===== src/rtl/riscv_lsu_pkg.sv =====
// Shared encodings and the access-legality check for the RISC-V load/store unit.
package riscv_lsu_pkg;

    localparam logic [2:0] LSU_B  = 3'b000;
    localparam logic [2:0] LSU_H  = 3'b001;
    localparam logic [2:0] LSU_W  = 3'b010;
    localparam logic [2:0] LSU_BU = 3'b100;
    localparam logic [2:0] LSU_HU = 3'b101;

    typedef enum logic [2:0] {
        S_IDLE    = 3'd0,
        S_ISSUE   = 3'd1,
        S_CAPTURE = 3'd2,
        S_MERGE   = 3'd3,
        S_WRITE   = 3'd4,
        S_RESP    = 3'd5
    } lsu_state_t;

    // 1 when the access must fault instead of reaching memory.
    function automatic logic lsu_access_err(
        input logic        write,
        input logic [2:0]  funct3,
        input logic [31:0] addr,
        input logic [31:0] base,
        input int unsigned addr_bits
    );
        logic bad_f3;
        logic bad_align;
        logic bad_range;
        case (funct3)
            LSU_B, LSU_H, LSU_W: bad_f3 = 1'b0;
            LSU_BU, LSU_HU:      bad_f3 = write;
            default:             bad_f3 = 1'b1;
        endcase
        bad_align = (((funct3 == LSU_H) || (funct3 == LSU_HU)) && addr[0])
                  || ((funct3 == LSU_W) && (addr[1:0] != 2'b00));
        bad_range = (addr >> addr_bits) != (base >> addr_bits);
        return bad_f3 || bad_align || bad_range;
    endfunction

endpackage


===== src/rtl/riscv_lsu_align.sv =====
// Combinational lane logic: load extract/extend and sb/sh read-modify-write merge.
module riscv_lsu_align
    import riscv_lsu_pkg::*;
(
    input  logic [2:0]  i_funct3,
    input  logic [1:0]  i_addr_lo,
    input  logic [31:0] i_word,
    input  logic [31:0] i_wdata,
    output logic [31:0] o_load_data,
    output logic [31:0] o_merge_data
);

    logic [4:0]  w_shamt;
    logic [31:0] w_lane;
    logic [31:0] w_mask;

    assign w_shamt = {i_addr_lo, 3'b000};
    assign w_lane  = i_word >> w_shamt;
    assign w_mask  = (i_funct3 == LSU_H) ? 32'h0000_FFFF : 32'h0000_00FF;

    always_comb begin
        o_load_data = w_lane;
        case (i_funct3)
            LSU_B:   o_load_data = {{24{w_lane[7]}}, w_lane[7:0]};
            LSU_H:   o_load_data = {{16{w_lane[15]}}, w_lane[15:0]};
            LSU_BU:  o_load_data = {24'h000000, w_lane[7:0]};
            LSU_HU:  o_load_data = {16'h0000, w_lane[15:0]};
            default: o_load_data = w_lane;
        endcase
    end

    assign o_merge_data = (i_word & ~(w_mask << w_shamt)) | ((i_wdata & w_mask) << w_shamt);

endmodule


===== src/rtl/riscv_lsu.sv =====
// Load/store unit fronting a word-only, 1-cycle-latency synchronous data memory.
module riscv_lsu
    import riscv_lsu_pkg::*;
#(
    parameter int unsigned DATA_BRAMS         = 2,
    parameter logic [31:0] DATA_START_ADDRESS = 32'h0080_0000
) (
    input  logic        clk,
    input  logic        rst,
    input  logic        req_valid,
    output logic        req_ready,
    input  logic        req_write,
    input  logic [2:0]  req_funct3,
    input  logic [31:0] req_addr,
    input  logic [31:0] req_wdata,
    output logic        resp_valid,
    output logic [31:0] resp_rdata,
    output logic        resp_err,
    output logic [31:0] mem_addr,
    output logic        mem_we,
    output logic [31:0] mem_wdata,
    input  logic [31:0] mem_rdata
);

    localparam int unsigned DATA_ADDR_BITS = 11 + DATA_BRAMS;

    lsu_state_t  r_state,      w_state_nx;
    logic        r_write,      w_write_nx;
    logic [2:0]  r_funct3,     w_funct3_nx;
    logic [1:0]  r_addr_lo,    w_addr_lo_nx;
    logic [31:0] r_wdata,      w_wdata_nx;
    logic        r_req_ready,  w_req_ready_nx;
    logic        r_resp_valid, w_resp_valid_nx;
    logic [31:0] r_resp_rdata, w_resp_rdata_nx;
    logic        r_resp_err,   w_resp_err_nx;
    logic [31:0] r_mem_addr,   w_mem_addr_nx;
    logic        r_mem_we,     w_mem_we_nx;
    logic [31:0] r_mem_wdata,  w_mem_wdata_nx;
    logic [31:0] w_load_data;
    logic [31:0] w_merge_data;

    riscv_lsu_align u_align (
        .i_funct3     (r_funct3),
        .i_addr_lo    (r_addr_lo),
        .i_word       (mem_rdata),
        .i_wdata      (r_wdata),
        .o_load_data  (w_load_data),
        .o_merge_data (w_merge_data)
    );

    always_ff @(posedge clk or negedge rst) begin
        if (!rst) begin
            r_state      <= S_IDLE;
            r_write      <= 1'b0;
            r_funct3     <= 3'b000;
            r_addr_lo    <= 2'b00;
            r_wdata      <= 32'h0;
            r_req_ready  <= 1'b1;
            r_resp_valid <= 1'b0;
            r_resp_rdata <= 32'h0;
            r_resp_err   <= 1'b0;
            r_mem_addr   <= 32'h0;
            r_mem_we     <= 1'b0;
            r_mem_wdata  <= 32'h0;
        end else begin
            r_state      <= w_state_nx;
            r_write      <= w_write_nx;
            r_funct3     <= w_funct3_nx;
            r_addr_lo    <= w_addr_lo_nx;
            r_wdata      <= w_wdata_nx;
            r_req_ready  <= w_req_ready_nx;
            r_resp_valid <= w_resp_valid_nx;
            r_resp_rdata <= w_resp_rdata_nx;
            r_resp_err   <= w_resp_err_nx;
            r_mem_addr   <= w_mem_addr_nx;
            r_mem_we     <= w_mem_we_nx;
            r_mem_wdata  <= w_mem_wdata_nx;
        end
    end

    // Next state plus next value of every registered output.
    always_comb begin
        w_state_nx      = r_state;
        w_write_nx      = r_write;
        w_funct3_nx     = r_funct3;
        w_addr_lo_nx    = r_addr_lo;
        w_wdata_nx      = r_wdata;
        w_resp_rdata_nx = r_resp_rdata;
        w_resp_err_nx   = r_resp_err;
        w_mem_addr_nx   = r_mem_addr;
        w_mem_we_nx     = 1'b0;
        w_mem_wdata_nx  = r_mem_wdata;

        case (r_state)
            S_IDLE: begin
                if (req_valid) begin
                    w_write_nx      = req_write;
                    w_funct3_nx     = req_funct3;
                    w_addr_lo_nx    = req_addr[1:0];
                    w_wdata_nx      = req_wdata;
                    w_resp_rdata_nx = 32'h0;
                    w_resp_err_nx   = lsu_access_err(req_write, req_funct3, req_addr,
                                                     DATA_START_ADDRESS, DATA_ADDR_BITS);
                    if (w_resp_err_nx) begin
                        w_state_nx = S_RESP;
                    end else begin
                        w_state_nx    = S_ISSUE;
                        w_mem_addr_nx = {req_addr[31:2], 2'b00};
                        if (req_write && (req_funct3 == LSU_W)) begin
                            w_mem_we_nx    = 1'b1;
                            w_mem_wdata_nx = req_wdata;
                        end
                    end
                end
            end
            S_ISSUE: begin
                if (!r_write)                w_state_nx = S_CAPTURE;
                else if (r_funct3 == LSU_W)  w_state_nx = S_RESP;
                else                         w_state_nx = S_MERGE;
            end
            S_CAPTURE: begin
                w_resp_rdata_nx = w_load_data;
                w_state_nx      = S_RESP;
            end
            S_MERGE: begin
                w_mem_wdata_nx = w_merge_data;
                w_mem_we_nx    = 1'b1;
                w_state_nx     = S_WRITE;
            end
            S_WRITE:  w_state_nx = S_RESP;
            S_RESP:   w_state_nx = S_IDLE;
            default:  w_state_nx = S_IDLE;
        endcase

        w_req_ready_nx  = (w_state_nx == S_IDLE);
        w_resp_valid_nx = (w_state_nx == S_RESP);
    end

    assign req_ready  = r_req_ready;
    assign resp_valid = r_resp_valid;
    assign resp_rdata = r_resp_rdata;
    assign resp_err   = r_resp_err;
    assign mem_addr   = r_mem_addr;
    assign mem_we     = r_mem_we;
    assign mem_wdata  = r_mem_wdata;

endmodule


===== config.mk =====
export PLATFORM = sky130hd
export DESIGN_NAME = riscv_lsu
export DESIGN_NICKNAME = d
export VERILOG_FILES = /design/src/rtl/riscv_lsu_pkg.sv /design/src/rtl/riscv_lsu_align.sv /design/src/rtl/riscv_lsu.sv
export SDC_FILE = /design/constraint.sdc
export NUM_CORES = 1
export LEC_CHECK = 0
export ABC_CLOCK_PERIOD_IN_PS = 2900
export CAP_MARGIN = 20
export CORE_MARGIN = 2
export CORE_UTILIZATION = 45
export CTS_CLUSTER_DIAMETER = 60
export DETAILED_ROUTE_END_ITERATION = 8
export PLACE_DENSITY = 0.75
export SYNTH_ARGS = -nofsm -noshare
export SYNTH_HDL_FRONTEND = slang
export SYNTH_SLANG_ARGS = --single-unit

===== constraint.sdc =====
create_clock -name clk -period 2.9 [get_ports clk]
set_input_delay 0.435 -clock clk [delete_from_list [all_inputs] [get_ports clk]]
set_output_delay 0.435 -clock clk [all_outputs]
set_load 0.01 [all_outputs]

* Yosys cells after proc, flatten, opt, wreduce, memory -nomap -nowiden
Index checks and enable logic that the tools add are counted. W data, S select, Z words.
Operators by class: shifts and indexed selects 3, mux-type cells 20, reductions and logical operators 21, equal/unequal tests 17, bitwise operators 5
Operators by type and width (count):
- $mux W32 | 4
- $pmux W32 S2 | 2
- $pmux W32 S4 | 1
- $and A32 B32 Y32 | 2
- $shl A32 B5 Y32 | 2
- $not A32 Y32 | 1
- $or A32 B32 Y32 | 1
- $shr A32 B5 Y32 | 1
- $ne A19 B11 Y1 const B | 1
- $eq A3 B3 Y1 const B | 6
- $mux W16 | 1
- $eq A3 B2 Y1 const B | 4
- $logic_not A3 Y1 | 4
- $mux W3 | 4
- $pmux W3 S4 | 1
- $eq A3 B1 Y1 const B | 3
- $ne A2 B2 Y1 const B | 3
- $reduce_bool A2 Y1 | 3
- $mux W1 | 5
- $logic_or A1 B1 Y1 | 4
- $pmux W1 S2 | 2
- $reduce_and A2 Y1 | 2
- $reduce_and A4 Y1 | 1
- $reduce_or A2 Y1 | 2
- 4 further kinds | 6
Word-level totals: register bits 139, word-level logic and storage cells 78, output and inout bits 100

* Longest topological paths before layout
Gate-level depths: netlist of run 1.
depth in word-level cells 11, gate-level depth with buffers 8, depth with buffers taken out 5

* By module
Synthesis of run 1 repeated with hierarchy kept, for this count alone.
Second synthesis, totals: cells, all modules 729, area, all modules 7395.8 um2
Modules (own cells, without submodules):
- riscv_lsu | area an instance 5775.5 um2, instances 1, sequential area each 3479.6 um2, cells an instance 521
- riscv_lsu_align | area an instance 1620.3 um2, instances 1, sequential area each 0.0 um2, cells an instance 208

* Worst setup path after synthesis of run 1
No wires, ideal clock.
path type input -> register, start in req_addr[13], end reg r_mem_addr[10] (netlist: mem_addr[10]), arrival 1.827 ns, slack 0.949 ns, stages on the path 6, library setup time 0.125 ns, buffers on the path 1, data required time 2.775 ns, cell sequence nor4b_1 > nand4_1 > a211o_1 > nor2_2 > buf_4 > mux2_2
Between the ends: cells in the longest elaborated chain, start to end 4
Ends and longest elaborated chain:
- start: declaration | RTL line riscv_lsu.sv:14 | input logic [31:0] req_addr,
- $ne A19 B11 Y1 | RTL line riscv_lsu_pkg.sv:37 | bad_range = (addr >> addr_bits) != (base >> addr_bits);
- $logic_or A1 B1 Y1 | RTL line riscv_lsu_pkg.sv:38 | return bad_f3 || bad_align || bad_range;
- $not A1 Y1 (no source line)
- $reduce_and A3 Y1 (no source line)
- end signal: assignment | RTL line riscv_lsu.sv:75 | r_mem_addr <= w_mem_addr_nx;
- end: declaration | RTL line riscv_lsu.sv:36 | logic [31:0] r_mem_addr, w_mem_addr_nx;
Every way passes these cells. A chain may end at the register's enable or synchronous reset.

* Worst setup path after layout of run 1
start reg r_funct3[1], end reg r_mem_wdata[21] (netlist: mem_wdata[21])
Between the ends: cells in the longest elaborated chain, start to end 7, elaborated cells between the ends (all ways) 9, those cells by class eq/ne: 1; shift: 2; mux: 2; bitwise: 4
Ends and longest elaborated chain:
- start: declaration | RTL line riscv_lsu.sv:29 | logic [2:0] r_funct3, w_funct3_nx;
- start signal: assignment | RTL line riscv_lsu.sv:68 | r_funct3 <= w_funct3_nx;
- $eq A3 B1 Y1 (*) | RTL line riscv_lsu_align.sv:19 | assign w_mask = (i_funct3 == LSU_H) ? 32'h0000_FFFF : 32'h0000_00FF;
- $mux W16 (*) | RTL line riscv_lsu_align.sv:19
- $shl A32 B5 Y32 | RTL line riscv_lsu_align.sv:32 | assign o_merge_data = (i_word & ~(w_mask << w_shamt)) | ((i_wdata & w_mask) << w_shamt);
- $not A32 Y32 | RTL line riscv_lsu_align.sv:32
- $and A32 B32 Y32 | RTL line riscv_lsu_align.sv:32
- $or A32 B32 Y32 (*) | RTL line riscv_lsu_align.sv:32
- $pmux W32 S2 (*) | RTL line riscv_lsu.sv:94 | case (r_state)
- end signal: assignment | RTL line riscv_lsu.sv:77 | r_mem_wdata <= w_mem_wdata_nx;
- end: declaration | RTL line riscv_lsu.sv:38 | logic [31:0] r_mem_wdata, w_mem_wdata_nx;
Every way passes the cells marked *; elsewhere a longest branch is shown, timed or not.

==> results of run 1 <==
area by class of cell:
cell class	instances	share of cell area [%]
Clock buffer	20	5.28
Clock inverter	12	2.18
Inverter	6	0.255
Multi-Input combinational cell	385	30.3
Sequential cell	123	34.9
Tap cell	176	2.49
Timing Repair Buffer	216	24.6
power breakdown:
part / switching [mW] / internal (mW)
clock network: 0.765 / 1.59
registers: 0.563 / 2.29
logic: 1.70 / 1.78
synthesized netlist by cell type (18+ instances only):
library cell / n / area [sq um]
dfrtp_1: 122 / 3050
o21ai_0: 27 / 135
mux2_2: 31 / 349
mux2i_1: 46 / 460
nor3_1: 18 / 90.1
clkbuf_1: 19 / 71.3
nor2b_1: 35 / 219
a21oi_1: 27 / 135
nand2_1: 61 / 229
a22o_1: 25 / 219
nor2_1: 19 / 71.3
worst reg2reg max path, delay by kind of cell, from the launching register on:
family             cells  cell delay (ns)
AOI/OAI and AO/OA      2             0.47
DFF                    1             0.60
and+or+nand+nor        3             1.16
logic make-up (layout without fill, tap and decap cells):
logic type      count (synthesis)  count (layout)  synth area share, %
simple gates                  157             157                 13.7
compound gates                149             149                 17.3
flops                         123             123                 51.4
mux                            77              77                 13.5
buf+inv                        50             254                 3.97
other cells                     1               2               0.0626
state kept, by name, indices dropped and copies added (netlist names):
name        flops
mem_we          1
r_state         3
r_wdata        16
r_addr_lo       2
mem_wdata      32
resp_valid      1
resp_rdata     32
r_funct3        3
r_write         1
req_ready       1
resp_err        1
mem_addr       30
metal layers:
metal  share of wire [%]  vias up  track usage [%]
met4                 3.3        0             10.7
met1                  41     2602             34.8
li1                    -     2406                -
met3                 9.7       49             9.53
met5                   0        -                0
met2                  46      286             42.8
per-stage QoR:
stage | setup WS [ns] | instance area, sq um | util (%)
2_1_floorplan | 0.949 | 5990 | -
3_3_place_gp | 0.365 | 8150 | 62.0
3_5_place_dp | 0.294 | 8180 | 62.2
4_1_cts | 0.546 | 8840 | 67.3
5_1_grt | 0.360 | 8840 | 67.3
6_report | 0.525 | 8840 | 67.3
path summary, 6_finish.rpt:
kind	end	slack (ns)	cells past startpoint
setup reg to reg	mem_wdata[21]	0.52	5
min in group clk	mem_addr[23]	0.48	1
hold reg to reg	mem_addr[23]	0.48	1
max in group asynchronous	resp_rdata[1]	2.20	2
setup / recovery	mem_wdata[21]	0.52	5
hold / removal	mem_wdata[20]	0.05	1
==> metrics.txt, run 1 <==
grt total ovfl=0; via count=5343; Syn-to-layout area delta=47.6%; CTS Buffer Depth=2; critical path endpoint category=flip-flop; CP peak stage delay=roughly 0.6 ns; Final Non-Filler Cells=approximately 940; max_slew headroom=around half; # setup viols final=0; antenna-violating nets left=0; post-route clock skew=around 0.0063 ns; Tot Pwr=about 8.7 mW; crit path DAT=2.64 ns; Starting Density=a little under half; max-cap violations=0; DIE AREA=0.0142 sq mm; Max rail drop VDD=approximately 0.37 mV; initial antenna violation count=0; Post-synth ARST share=100%; Fillers=997; Post-synth top flop=dfrtp_1; port buffer count=200; setup bufs post-CTS=0; clock root buffer=clkbuf_16; Fin Setup TNS=0 ns; I/O pin cnt=203; per-cell routed wire length=between 20 and 25 um; largest net degree at the start of global routing=57; period utilization=approximately four fifths; H-tree depth=4; unrepaired setup endpoints after global routing=false; Clock Pin Slew Worst Setup and Hold Paths=roughly 0.06 ns; CP Max Fanout=20; WS Path Type=flip-flop to flip-flop; Critical Path, Cell by Cell=or3b_1 -> nor3_4 -> nor2_2 -> a211oi_1 -> a21oi_1; final hold violation count=0; WL final=roughly 19000 um; ANT cells=0; placed instance count=roughly 900; # hold bufs at CTS=0; post_cts resized=0; commonest non-fill, non-tap cell in the layout=clkdlybuf4s50_1; CTS Buf Count=17; drt pass-1 iters=5; Power Density=just under 1000 mW/mm^2; share of layout cells above drive strength 1=~12%; Critical Path Start Type=flip-flop; hold_ws=~0.052 ns; beginning of the critical path=r_funct3[1]; synthesized area=0.00599 sq mm; CTS tree=built; dpl hpwl=roughly 14000 um; core area=about 0.013 sq mm; #FFs+latches synth=between 100 and 150; Synth Instances=approximately 560; Die W=119 um; Worst-Skew Late Latency=about 0.41 ns; Data required, critical path=~3.2 ns; GP Congestion=between 0.9 and 1; most frequent cells in the layout=clkdlybuf4s50_1, dfrtp_1, nand2_1, mux2i_1, nor2b_1; area of the multi-input gates=approximately 0.0027 sq mm; Final #Nets=852; Cell Rows=42; DR iter-0 viols=about 630; Ys Warns=0; clock sinks=between 100 and 150; Avg Inst Size Synth=roughly 11 sq um; Post-route DRC=0; vias in the first global route=~5400; slowest CP cell=dfrtp_1; worst hold path class=primary input to asynchronous set/reset pin; Vias/cell=around 5.7; Bufs and invs on worst path=0; register area=~0.003 sq mm; register area share after synthesis=51.4%; reg2reg start=r_funct3[1]; Tightest Pin Transition=between 0.7 and 0.8 ns; LEAKAGE=3.69 nW; delay-heaviest family, CP=simple AND/OR/NAND/NOR gates; first-pass GRT wire length=29800 um; EDFF count, synth=0; Peak Freq=about 420 MHz; Final min period=roughly 2.4 ns; max-slew violations=0; outcome=complete, no violations; Chip Height=119 um; global-route usage over all layers=approximately 27%; Synth cell types=46
Note: power is estimated with default switching activity, not from simulation.
==> inputs of run 2 (changes only) <==
--- a/config.mk
+++ b/config.mk
@@ -5,13 +5,13 @@
 export SDC_FILE = /design/constraint.sdc
 export NUM_CORES = 1
 export LEC_CHECK = 0
-export ABC_CLOCK_PERIOD_IN_PS = 2900
+export ABC_CLOCK_PERIOD_IN_PS = 2150
 export CAP_MARGIN = 20
 export CORE_MARGIN = 2
-export CORE_UTILIZATION = 45
+export CORE_UTILIZATION = 42
 export CTS_CLUSTER_DIAMETER = 60
 export DETAILED_ROUTE_END_ITERATION = 8
-export PLACE_DENSITY = 0.75
+export PLACE_DENSITY = 0.74
 export SYNTH_ARGS = -nofsm -noshare
 export SYNTH_HDL_FRONTEND = slang
 export SYNTH_SLANG_ARGS = --single-unit
==> constraint.sdc (replaced) <==
create_clock -name clk -period 2.15 [get_ports clk]
set_input_delay 0.3225 -clock clk [delete_from_list [all_inputs] [get_ports clk]]
set_output_delay 0.3225 -clock clk [all_outputs]
set_load 0.01 [all_outputs]
==> run 2 against run 1 <==
- final area up 1.2%
- global-route usage shrank 0.85 points
- critical endpoint is now req_ready
- count of clock-buffer cells in the layout is 4 higher
- largest cell class unchanged
- register-to-register slack worse by 0.21 ns
- hold slack gained 0.39 ns
==> metrics.txt, run 2 (same netlist as run 1, synthesis figures left out) <==
Peak Freq=507 MHz; Syn-to-layout area delta=49.4%; unrepaired setup endpoints after global routing=false; combinational share of power=a little over two fifths; WL final=19500 um; DP Worst Slack=-0.283 ns; dpl hpwl=around 15000 um; # hold bufs at CTS=1; worst hold path class=primary input to asynchronous set/reset pin; Die W=123 um; Clock power frac=roughly a quarter; post-route clock skew=between 0.008 and 0.009 ns; Final Non-Filler Cells=between 900 and 1000; largest net degree at the start of global routing=around 60; CTS Buf Count=17; core area=approximately 0.014 sq mm; Chip Height=between 100 and 150 um; sw frac=between 30% and 40%; share of layout cells above drive strength 1=between 10% and 20%; GP Congestion=between 0.8 and 0.9; Worst R2R Setup Slack=a little over 0.3 ns; Final Worst Setup Slack=between 0.15 and 0.2 ns; I/O pin cnt=203; Fillers=~1100; vias in the first global route=around 5400; setup bufs post-CTS=0; Starting Density=a little over two fifths; ANT cells=0; Worst-Skew Late Latency=around 0.42 ns; clock sinks=~120; clock root buffer=clkbuf_16; critical path endpoint category=flip-flop; period utilization=roughly nine tenths; post-route design area=0.00894 sq mm; switching power=around 4 mW; outcome=complete, no violations; # setup viols final=0; Clock Pin Slew Worst Setup and Hold Paths=~0.05 ns; CP Max Fanout=3; DR iter-0 viols=~320; max_slew headroom=between 60% and 70%; met1 wire length=about 8200 um; Critical Path, Cell by Cell=clkdlybuf4s50_1 -> nor4_1 -> buf_4 -> nand4_1 -> a211o_1 -> buf_4 -> a221oi_2 -> nor3b_1; most frequent cells in the layout=clkdlybuf4s50_1, dfrtp_1, nand2_1, mux2i_1, nor2b_1; WS Path Type=primary input to flip-flop; first-pass GRT wire length=between 20000 and 30000 um; H-tree depth=4; beginning of the critical path=req_addr[25]; Placement Cell Area=0.00838 sq mm; Final min period=1.97 ns; Data required, critical path=2.49 ns; grt total ovfl=0; drt pass-1 iters=5; Critical Path Start Type=primary input; metal2 WL=~9000 um; DIE AREA=0.0152 sq mm; Final #Nets=875; commonest non-fill, non-tap cell in the layout=clkdlybuf4s50_1; slowest CP cell=clkdlybuf4s50_1; per-cell routed wire length=20.2 um; Fin Setup TNS=0 ns; CTS Buffer Depth=2; max-slew violations=0; LEAKAGE=about 3.8 nW; hold_ws=around 0.44 ns; initial antenna violation count=0; max-cap violations=0; CP peak stage delay=slightly above 0.4 ns; uppermost layer routed=met4; reg2reg start=r_funct3[2]; crit path DAT=around 2.3 ns; port buffer count=200; internal power=approximately 7.3 mW; global-route usage over all layers=roughly a quarter; Final Core Density=64.4%; worst r2r path cells=5; final hold violation count=0; Post-route DRC=0; Tot Pwr=~11 mW; Vias/cell=about 5.5; antenna-violating nets left=0; most used cell along the critical path=buf_4; post_cts resized=0; via count=5347; Power Density=about 1300 mW/mm^2; Tightest Pin Transition=0.549 ns; Critical Path Sink=req_ready; placed instance count=around 930; metal3 WL=approximately 1700 um; Max rail drop VDD=0.504 mV; CTS tree=built; reg-to-reg critical path endpoint=mem_wdata[22]; Cell Rows=43; Seq pwr share=32.6%
==> run 2: changes by cell type in the layout (fill, tap and decap cells not counted) <==
| cell | previous run | this run |
|---|---|---|
| buf_4 | 13 | 32 |
| buf_12 | 3 | 7 |
| bufinv_16 | 5 | 1 |
| clkbuf_1 | 0 | 3 |
| buf_16 | 1 | 0 |
| clkbuf_8 | 3 | 4 |
| clkinvlp_4 | 3 | 2 |
| dlygate4sd3_1 | 0 | 1 |
==> run 2: how the worst min path moves through the flow <==
stage	from	endpoint	depth (start not counted)
6_report	rst	mem_wdata[17]	2
5_1_grt	rst	mem_wdata[17]	2
4_1_cts	rst	mem_wdata[17]	2
3_5_place_dp	rst	mem_wdata[17]	1
3_3_place_gp	rst	mem_wdata[17]	1
2_1_floorplan	rst	mem_addr[10]	0
==> run 2: cell type report <==
| class | instances | area, sq um | area share [%] |
|---|---|---|---|
| clock buffer | 24 | 492 | 5.50 |
| clock inverter | 7 | 65.1 | 0.727 |
| tap | 180 | 225 | 2.52 |
| sequential | 123 | 3080 | 34.4 |
| inverter | 6 | 22.5 | 0.252 |
| multi-input combinational | 385 | 2680 | 29.9 |
| timing repair buffer | 239 | 2380 | 26.6 |
==> run 2: power by group through the flow <==
stage | registers (mW) | clock network, mW | logic (mW)
after CTS | 3.69 | 2.74 | 4.96
after floorplan | 3.76 | 0 | 2.65
after global routing | 3.79 | 2.86 | 5.40
final | 3.70 | 2.69 | 4.95
after detailed placement | 3.73 | 0 | 4.94
after global placement | 3.68 | 0 | 4.86
==> run 2: worst max-delay path, delay by kind of cell <==
kind | cells | cell delay, ns
AND/OR/NAND/NOR | 3 | 0.64
buffers and inverters | 3 | 0.71
AO/OA/AOI/OAI | 2 | 0.64
==> run 2: per-layer routing <==
layer | vias to the layer above | GRT usage, %
met2 | 265 | 42.1
met1 | 2586 | 33.7
li1 | 2457 | -
met5 | - | 0
met3 | 39 | 8.07
met4 | 0 | 10.5
==> inputs of run 3 (changes only) <==
--- a/config.mk
+++ b/config.mk
@@ -11,6 +11,7 @@
 export CORE_UTILIZATION = 42
 export CTS_CLUSTER_DIAMETER = 60
 export DETAILED_ROUTE_END_ITERATION = 8
+export HOLD_SLACK_MARGIN = 0.12
 export PLACE_DENSITY = 0.74
 export SYNTH_ARGS = -nofsm -noshare
 export SYNTH_HDL_FRONTEND = slang
==> results of run 3 <==
No change in the layout: final DEF, timing and power equal those of run 2.
